--- config.mk ---
export PLATFORM = sky130hd
export DESIGN_NAME = eth_rx_udp_filter
export DESIGN_NICKNAME = d
export VERILOG_FILES = /design/src/rtl/eth_rx_udp_filter.sv
export SDC_FILE = /design/constraint.sdc
export NUM_CORES = 1
export LEC_CHECK = 0
export CAP_MARGIN = 20
export CELL_PAD_IN_SITES_DETAIL_PLACEMENT = 1
export CELL_PAD_IN_SITES_GLOBAL_PLACEMENT = 2
export CORE_AREA = 2 2 198 200
export CTS_CLUSTER_DIAMETER = 40
export DETAILED_ROUTE_END_ITERATION = 7
export DIE_AREA = 0 0 200 202
export PLACE_DENSITY = 0.79
export SYNTH_ARGS = -nofsm -noshare
export SYNTH_HDL_FRONTEND = slang
export SYNTH_SLANG_ARGS = --single-unit
--- constraint.sdc ---
create_clock -name eth_clk -period 4.1 [get_ports eth_clk]
set_input_delay 1.23 -clock eth_clk [delete_from_list [all_inputs] [get_ports eth_clk]]
set_output_delay 1.23 -clock eth_clk [all_outputs]
set_load 0.005 [all_outputs]
--- src/rtl/eth_rx_udp_filter.sv ---
// Ethernet/IPv4/UDP receive filter: parses the headers, drops frames that are not
// addressed to this adapter, and forwards the UDP payload realigned to lane 0.
module eth_rx_udp_filter #(
  parameter logic [47:0] LOCAL_MAC    = 48'h0011_2233_4455,
  parameter logic [31:0] LOCAL_IP     = 32'hc0a8_0a01,
  parameter logic [15:0] UDP_PORT_MIN = 16'h3000,
  parameter logic [15:0] UDP_PORT_MAX = 16'h4fff
) (
  input  logic        eth_clk,
  input  logic        sys_rst,
  input  logic        eth_rx_tvalid,
  input  logic [63:0] eth_rx_tdata,
  input  logic [7:0]  eth_rx_tkeep,
  input  logic        eth_rx_tlast,
  input  logic        eth_rx_tuser,
  output logic        udp_rx_tvalid,
  output logic [63:0] udp_rx_tdata,
  output logic [7:0]  udp_rx_tkeep,
  output logic        udp_rx_tlast,
  output logic        udp_rx_tuser,
  output logic [31:0] udp_rx_src_ip,
  output logic [15:0] udp_rx_src_port,
  output logic [15:0] udp_rx_dst_port,
  output logic [15:0] rx_frame_cnt,
  output logic [15:0] rx_drop_cnt
);

  typedef enum logic [1:0] {S_HDR, S_PAY, S_FLUSH, S_DROP} state_t;

  state_t      state;
  logic [2:0]  beat_idx;
  logic [47:0] hold_data;
  logic [5:0]  hold_keep;
  logic        hold_user;
  logic [7:0]  b [8];
  logic [47:0] dst_mac;
  logic [15:0] dst_port;
  logic        hdr_ok;
  logic        hdr_fail;

  function automatic logic [63:0] keep_mask(input logic [63:0] d, input logic [7:0] k);
    logic [63:0] m;
    for (int i = 0; i < 8; i++) m[8*i +: 8] = d[8*i +: 8] & {8{k[i]}};
    return m;
  endfunction

  always_comb begin
    for (int i = 0; i < 8; i++) b[i] = eth_rx_tdata[8*i +: 8];
  end

  assign dst_mac  = {b[0], b[1], b[2], b[3], b[4], b[5]};
  assign dst_port = {b[4], b[5]};

  // One field group per header beat; dst IP straddles beats 3 and 4.
  always_comb begin
    hdr_ok = 1'b1;
    case (beat_idx)
      3'd0: hdr_ok = (dst_mac == LOCAL_MAC) || (dst_mac == 48'hffff_ffff_ffff);
      3'd1: hdr_ok = ({b[4], b[5]} == 16'h0800) && (b[6] == 8'h45);
      3'd2: hdr_ok = (b[7] == 8'h11);
      3'd3: hdr_ok = ({b[6], b[7]} == LOCAL_IP[31:16]);
      3'd4: hdr_ok = ({b[0], b[1]} == LOCAL_IP[15:0]) &&
                     (dst_port >= UDP_PORT_MIN) && (dst_port <= UDP_PORT_MAX);
      3'd5: hdr_ok = !eth_rx_tlast || eth_rx_tkeep[2];
      default: hdr_ok = 1'b1;
    endcase
    hdr_fail = !hdr_ok || (eth_rx_tlast && (eth_rx_tuser || beat_idx != 3'd5));
  end

  always_ff @(posedge eth_clk) begin
    if (sys_rst) begin
      state           <= S_HDR;
      beat_idx        <= '0;
      hold_data       <= '0;
      hold_keep       <= '0;
      hold_user       <= 1'b0;
      udp_rx_tvalid   <= 1'b0;
      udp_rx_tdata    <= '0;
      udp_rx_tkeep    <= '0;
      udp_rx_tlast    <= 1'b0;
      udp_rx_tuser    <= 1'b0;
      udp_rx_src_ip   <= '0;
      udp_rx_src_port <= '0;
      udp_rx_dst_port <= '0;
      rx_frame_cnt    <= '0;
      rx_drop_cnt     <= '0;
    end else begin
      udp_rx_tvalid <= 1'b0;
      udp_rx_tlast  <= 1'b0;
      udp_rx_tuser  <= 1'b0;

      // The remainder beat goes out regardless of tvalid; header parsing of the
      // next frame may overlap it below.
      if (state == S_FLUSH) begin
        udp_rx_tvalid <= 1'b1;
        udp_rx_tdata  <= keep_mask({16'h0, hold_data}, {2'b00, hold_keep});
        udp_rx_tkeep  <= {2'b00, hold_keep};
        udp_rx_tlast  <= 1'b1;
        udp_rx_tuser  <= hold_user;
        rx_frame_cnt  <= rx_frame_cnt + 16'd1;
        state         <= S_HDR;
      end

      if (eth_rx_tvalid) begin
        case (state)
          S_HDR, S_FLUSH: begin
            if (beat_idx == 3'd3) udp_rx_src_ip <= {b[2], b[3], b[4], b[5]};
            if (beat_idx == 3'd4) begin
              udp_rx_src_port <= {b[2], b[3]};
              udp_rx_dst_port <= dst_port;
            end
            if (hdr_fail) begin
              beat_idx <= '0;
              if (eth_rx_tlast) begin
                rx_drop_cnt <= rx_drop_cnt + 16'd1;
                state       <= S_HDR;
              end else begin
                state <= S_DROP;
              end
            end else if (beat_idx == 3'd5) begin
              beat_idx <= '0;
              if (eth_rx_tlast) begin
                udp_rx_tvalid <= 1'b1;
                udp_rx_tdata  <= keep_mask({16'h0, eth_rx_tdata[63:16]}, {2'b00, eth_rx_tkeep[7:2]});
                udp_rx_tkeep  <= {2'b00, eth_rx_tkeep[7:2]};
                udp_rx_tlast  <= 1'b1;
                rx_frame_cnt  <= rx_frame_cnt + 16'd1;
                state         <= S_HDR;
              end else begin
                hold_data <= eth_rx_tdata[63:16];
                state     <= S_PAY;
              end
            end else begin
              beat_idx <= beat_idx + 3'd1;
            end
          end
          S_PAY: begin
            udp_rx_tvalid <= 1'b1;
            hold_data     <= eth_rx_tdata[63:16];
            hold_keep     <= eth_rx_tkeep[7:2];
            hold_user     <= eth_rx_tuser;
            if (eth_rx_tlast && !eth_rx_tkeep[2]) begin
              udp_rx_tdata <= keep_mask({eth_rx_tdata[15:0], hold_data}, {eth_rx_tkeep[1:0], 6'h3f});
              udp_rx_tkeep <= {eth_rx_tkeep[1:0], 6'h3f};
              udp_rx_tlast <= 1'b1;
              udp_rx_tuser <= eth_rx_tuser;
              rx_frame_cnt <= rx_frame_cnt + 16'd1;
              state        <= S_HDR;
            end else begin
              udp_rx_tdata <= {eth_rx_tdata[15:0], hold_data};
              udp_rx_tkeep <= 8'hff;
              if (eth_rx_tlast) state <= S_FLUSH;
            end
          end
          S_DROP: begin
            if (eth_rx_tlast) begin
              rx_drop_cnt <= rx_drop_cnt + 16'd1;
              state       <= S_HDR;
            end
          end
          default: state <= S_HDR;
        endcase
      end
    end
  end

endmodule
==> impl_metrics.prom <==
# TYPE chip_impl_metric gauge
chip_impl_info{name="outcome",value="complete, no violations"} 1
chip_impl_metric{name="ys_seq_area_share",unit="%"} 43.5
chip_impl_metric{name="p_switching",unit="uW"} 1630
chip_impl_metric{name="detail_route.wl_per_cell",unit="um"} 21.9
chip_impl_metric{name="internal_power",unit="uW"} 4840
chip_impl_metric{name="fp.coreArea",unit="um^2"} 38300
chip_impl_info{name="terminus_of_the_critical_flop_to_flop_path",value="rx_drop_cnt[6]"} 1
chip_impl_metric{name="globalRouteOverflowTotal",unit=""} 0
chip_impl_metric{name="cts_repair_resize_count",unit=""} 0
chip_impl_info{name="clockRootBuffer",value="sky130_fd_sc_hd__clkbuf_16"} 1
chip_impl_metric{name="die_width",unit="um"} 200
chip_impl_metric{name="first_pass_iters",unit=""} 5
chip_impl_metric{name="place.detailed.instances",unit=""} 2132
chip_impl_metric{name="placement_rows",unit=""} 72
chip_impl_metric{name="peakVddDrop",unit="mV"} 0.268
chip_impl_metric{name="synth.ff_latch_count",unit=""} 231
chip_impl_info{name="timing.critical_path.to_type",value="register"} 1
chip_impl_metric{name="worst-endpoint-required",unit="ns"} 4.56
chip_impl_metric{name="timing.max_slew.rel_slack",unit="%"} 41.9
chip_impl_metric{name="unique_cell_type_count_in_the_yosys_netlist",unit=""} 63
chip_impl_metric{name="viasPerCell",unit=""} 5.34
chip_impl_info{name="setup_repair_after_global_routing_missed_its_margin",value="no"} 1
chip_impl_metric{name="remaining_drc_errors",unit=""} 0
chip_impl_metric{name="worst_path_clk_slew",unit="ns"} 0.05
chip_impl_metric{name="clock_power_share",unit="%"} 55.8
chip_impl_metric{name="synthesis.nets",unit=""} 1475
chip_impl_metric{name="fin_worst_skew",unit="ns"} 0.0272
chip_impl_metric{name="num_io_pins",unit=""} 248
chip_impl_info{name="worst-setup-path-type",value="input pin to register"} 1
chip_impl_metric{name="met1_length",unit="mm"} 21.8
chip_impl_metric{name="yosysWarningCount",unit=""} 0
chip_impl_metric{name="drt_wl_total",unit="mm"} 48.3
chip_impl_metric{name="async_reset_ff_share",unit="%"} 0
chip_impl_metric{name="wl_met2",unit="mm"} 22.5
chip_impl_metric{name="place.gp.congestion",unit=""} 0.779
chip_impl_info{name="rr_startpoint",value="beat_idx[0]"} 1
chip_impl_metric{name="cts_made_buffers",unit=""} 42
chip_impl_metric{name="first_pass_grt_wire_length",unit="mm"} 73.5
chip_impl_metric{name="tightest_slew",unit="ns"} 0.872
chip_impl_metric{name="via_count",unit=""} 11800
chip_impl_info{name="startpoint_type",value="input pin"} 1
chip_impl_metric{name="dp_wirelength",unit="mm"} 33.3
chip_impl_metric{name="post-cts-setup-buffers",unit=""} 0
chip_impl_metric{name="grt_start_max_net_pins",unit=""} 75
chip_impl_info{name="worstHoldPathType",value="register to register"} 1
chip_impl_metric{name="power.share.switching",unit="%"} 25.2
chip_impl_metric{name="antenna_found_initial",unit=""} 1
chip_impl_metric{name="stdcell_area",unit="um^2"} 15600
chip_impl_metric{name="fmax",unit="MHz"} 267
chip_impl_metric{name="maxSlewViolCount",unit=""} 0
chip_impl_metric{name="chip_height",unit="um"} 202
chip_impl_metric{name="nNetsFinal",unit=""} 1738
chip_impl_info{name="min_to",value="udp_rx_tkeep[6]"} 1
chip_impl_metric{name="first_global_vias",unit=""} 12000
chip_impl_metric{name="grt.total_usage",unit="%"} 23.6
chip_impl_metric{name="timing.critical_path.fanout_max",unit=""} 7
chip_impl_metric{name="setup_total_negative_slack",unit="ns"} 0
chip_impl_metric{name="syn-cell-area",unit="um^2"} 10600
chip_impl_metric{name="tritoncts_sinks",unit=""} 231
chip_impl_metric{name="timing.final.crit_share",unit="%"} 91.4
chip_impl_metric{name="worst_r2r_path_depth",unit=""} 12
chip_impl_metric{name="power.sequential.fraction",unit="%"} 36.0
chip_impl_info{name="tritoncts",value="built"} 1
chip_impl_metric{name="layout.cells.non_filler",unit=""} 2209
chip_impl_metric{name="clock_path_buffers",unit=""} 3
chip_impl_metric{name="die_area",unit="um^2"} 40400
chip_impl_metric{name="floorplan.initialDensity",unit="%"} 27.8
chip_impl_metric{name="insertion_delay",unit="ns"} 0.55
chip_impl_metric{name="dr.first_iter.drc_count",unit=""} 880
chip_impl_metric{name="worst-r2r-setup-slack",unit="ns"} 1.06
chip_impl_metric{name="cts-hold-fix-buffers",unit=""} 0
chip_impl_info{name="topRoutingLayerUsed",value="met4"} 1
chip_impl_metric{name="post-place-ws",unit="ns"} -0.226
chip_impl_metric{name="period_needed",unit="ns"} 3.75
chip_impl_metric{name="worst_slack",unit="ns"} 0.353
chip_impl_metric{name="min_delay_path_depth",unit=""} 1
chip_impl_metric{name="number_of_enable_flip_flop_cells_after_synthesis",unit=""} 0
chip_impl_metric{name="power_per_cell_area",unit="nW/um^2"} 415
chip_impl_metric{name="flow.area_growth_from_synthesis",unit="%"} 46.7
chip_impl_metric{name="mean_cell_area_of_the_mapped_netlist",unit="um^2"} 7.62
chip_impl_metric{name="report.final.setup_viol",unit=""} 0
chip_impl_metric{name="number_of_h_tree_branching_levels",unit=""} 2
chip_impl_metric{name="combPwrFrac",unit="%"} 8.2
chip_impl_metric{name="static-leakage-power",unit="uW"} 0.00512
chip_impl_metric{name="drtAntennaViolNets",unit=""} 0
chip_impl_metric{name="post-route-util",unit="%"} 40.7
chip_impl_metric{name="final_hold_viol_count",unit=""} 0
chip_impl_metric{name="gate_count_post_synth",unit=""} 1395
chip_impl_metric{name="crit_arrival",unit="ns"} 4.21
chip_impl_info{name="cell_chain_critical_path",value="clkdlybuf4s50_1, nor4b_1, and4_1, a222oi_1, buf_4, a211oi_4, buf_4, o31ai_2, or4_1, a21oi_1"} 1
chip_impl_metric{name="wl_met3",unit="mm"} 2.70
chip_impl_metric{name="cap_viol_max_count",unit=""} 0
chip_impl_info{name="hold_path.startpoint",value="udp_rx_tkeep[6]"} 1
chip_impl_metric{name="dpl_cell_area",unit="um^2"} 14100
chip_impl_info{name="critical-path-top-cell-by-count",value="sky130_fd_sc_hd__buf_4"} 1
chip_impl_metric{name="drive_above_1_share",unit="%"} 10.3
chip_impl_metric{name="critical-path-max-stage-delay",unit="ns"} 0.67
chip_impl_info{name="critical_path.slowest_cell",value="sky130_fd_sc_hd__clkdlybuf4s50_1"} 1
chip_impl_info{name="postSynth.topFlopCell",value="sky130_fd_sc_hd__dfxtp_1"} 1
chip_impl_metric{name="port_buffers",unit=""} 247
==> critical path, delay by kind of cell <==
family	cells	cell delay, ns
AND/OR/NAND/NOR	3	1.33
buffers and inverters	3	1.04
AO/OA/AOI/OAI	4	0.58
==> layer usage <==
layer  vias to the layer above  track usage [%]
li1                       5546                -
met5                         -                0
met1                      5823             32.3
met2                       336             37.4
met3                        82             4.42
met4                         0             7.46
==> power by group through the flow <==
stage | Sequential [uW] | Combinational (uW) | Clock, uW
floorplan | 2360 | 210 | 0
global placement | 2380 | 520 | 0
detailed placement | 2380 | 524 | 0
CTS | 2330 | 526 | 3670
global route | 2340 | 563 | 3770
finish | 2330 | 528 | 3610
==> how the worst max path moves through the flow <==
stage	startpoint	end	slack, ns	cells after the start
2_1_floorplan	eth_rx_tdata[51]	udp_rx_tdata[55]	0.50	9
3_3_place_gp	eth_rx_tdata[39]	rx_frame_cnt[6]	-0.19	10
3_5_place_dp	eth_rx_tdata[39]	rx_frame_cnt[6]	-0.23	10
4_1_cts	eth_rx_tdata[39]	rx_frame_cnt[6]	0.34	10
5_1_grt	eth_rx_tdata[39]	udp_rx_tdata[39]	0.18	12
6_report	eth_rx_tdata[39]	rx_frame_cnt[6]	0.35	10
==> per-stage QoR <==
step | power [uW] | hold slack (ns)
6_report | 6470 | 0.447
5_1_grt | 6670 | 0.479
4_1_cts | 6530 | 0.451
3_5_place_dp | 2900 | 0.442
3_3_place_gp | 2900 | 0.439
2_1_floorplan | 2570 | 0.436
==> final cells by class <==
| cell class | instances | area (um^2) |
|---|---|---|
| timing repair buffer | 336 | 3270 |
| clock inverter | 23 | 288 |
| fill | 4529 | 22700 |
| antenna | 1 | 2.50 |
| tap | 518 | 648 |
| sequential | 231 | 4620 |
| clock buffer | 53 | 1170 |
| inverter | 11 | 41.3 |
| multi-input combinational | 1036 | 5550 |
==> state kept, by name, indices dropped and copies added, names as in the netlist <==
name	flops
udp_rx_tkeep	8
udp_rx_tuser	1
state	2
udp_rx_tdata	64
beat_idx	3
rx_frame_cnt	16
udp_rx_tvalid	1
rx_drop_cnt	16
udp_rx_tlast	1
hold_data	48
hold_user	1
udp_rx_dst_port	16
udp_rx_src_ip	32
hold_keep	6
udp_rx_src_port	16
==> cells by family (layout without fill, tap and decap cells) <==
group                    after synthesis  count (layout)  share of synthesized area, %
XOR/XNOR                              22              22                          1.81
flip-flops                           231             231                          43.5
AO/OA/AOI/OAI                        440             440                          25.4
AND/OR/NAND/NOR                      566             566                          23.7
other                                  0               1                             0
adder cells (fa/ha/maj)                3               3                         0.353
multiplexers                           5               5                         0.471
buffers and inverters                128             423                          4.72
==> layout by cell type (no fill, tap or decap), types with 12 or more instances in the layout <==
cell type | synthesis | routed
sky130_fd_sc_hd__nor4_1 | 12 | 12
sky130_fd_sc_hd__nor3_1 | 16 | 16
sky130_fd_sc_hd__xnor2_1 | 15 | 15
sky130_fd_sc_hd__nand4_1 | 19 | 19
sky130_fd_sc_hd__buf_4 | 1 | 79
sky130_fd_sc_hd__o22ai_1 | 50 | 50
sky130_fd_sc_hd__a21oi_1 | 199 | 199
sky130_fd_sc_hd__nand2_1 | 337 | 336
sky130_fd_sc_hd__nor2_1 | 58 | 54
sky130_fd_sc_hd__clkbuf_16 | 0 | 43
sky130_fd_sc_hd__clkdlybuf4s50_1 | 0 | 246
sky130_fd_sc_hd__a22oi_1 | 48 | 48
sky130_fd_sc_hd__nand3_1 | 61 | 61
sky130_fd_sc_hd__a31oi_1 | 39 | 39
sky130_fd_sc_hd__dfxtp_1 | 231 | 231
sky130_fd_sc_hd__o21ai_0 | 37 | 36
sky130_fd_sc_hd__a22o_1 | 16 | 16
==> synth_stat cells, types with 6 or more instances <==
library cell / count / area share, %
sky130_fd_sc_hd__a21oi_1: 199 / 9.4
sky130_fd_sc_hd__a22o_1: 16 / 1.3
sky130_fd_sc_hd__a22oi_1: 48 / 3.4
sky130_fd_sc_hd__a31oi_1: 39 / 2.3
sky130_fd_sc_hd__and3_1: 6 / 0.35
sky130_fd_sc_hd__buf_2: 8 / 0.38
sky130_fd_sc_hd__clkbuf_1: 104 / 3.7
sky130_fd_sc_hd__dfxtp_1: 231 / 44
sky130_fd_sc_hd__inv_1: 10 / 0.35
sky130_fd_sc_hd__nand2_1: 337 / 12
sky130_fd_sc_hd__nand2b_1: 9 / 0.53
sky130_fd_sc_hd__nand3_1: 61 / 2.9
sky130_fd_sc_hd__nand4_1: 19 / 1.1
sky130_fd_sc_hd__nor2_1: 58 / 2.0
sky130_fd_sc_hd__nor3_1: 16 / 0.75
sky130_fd_sc_hd__nor4_1: 12 / 0.71
sky130_fd_sc_hd__o2111ai_1: 7 / 0.58
sky130_fd_sc_hd__o21ai_0: 37 / 1.7
sky130_fd_sc_hd__o22ai_1: 50 / 2.9
sky130_fd_sc_hd__o41ai_1: 6 / 0.49
sky130_fd_sc_hd__or3_1: 10 / 0.59
sky130_fd_sc_hd__xnor2_1: 15 / 1.2
sky130_fd_sc_hd__xor2_1: 7 / 0.58
Note: power is estimated with default switching activity, not from simulation.
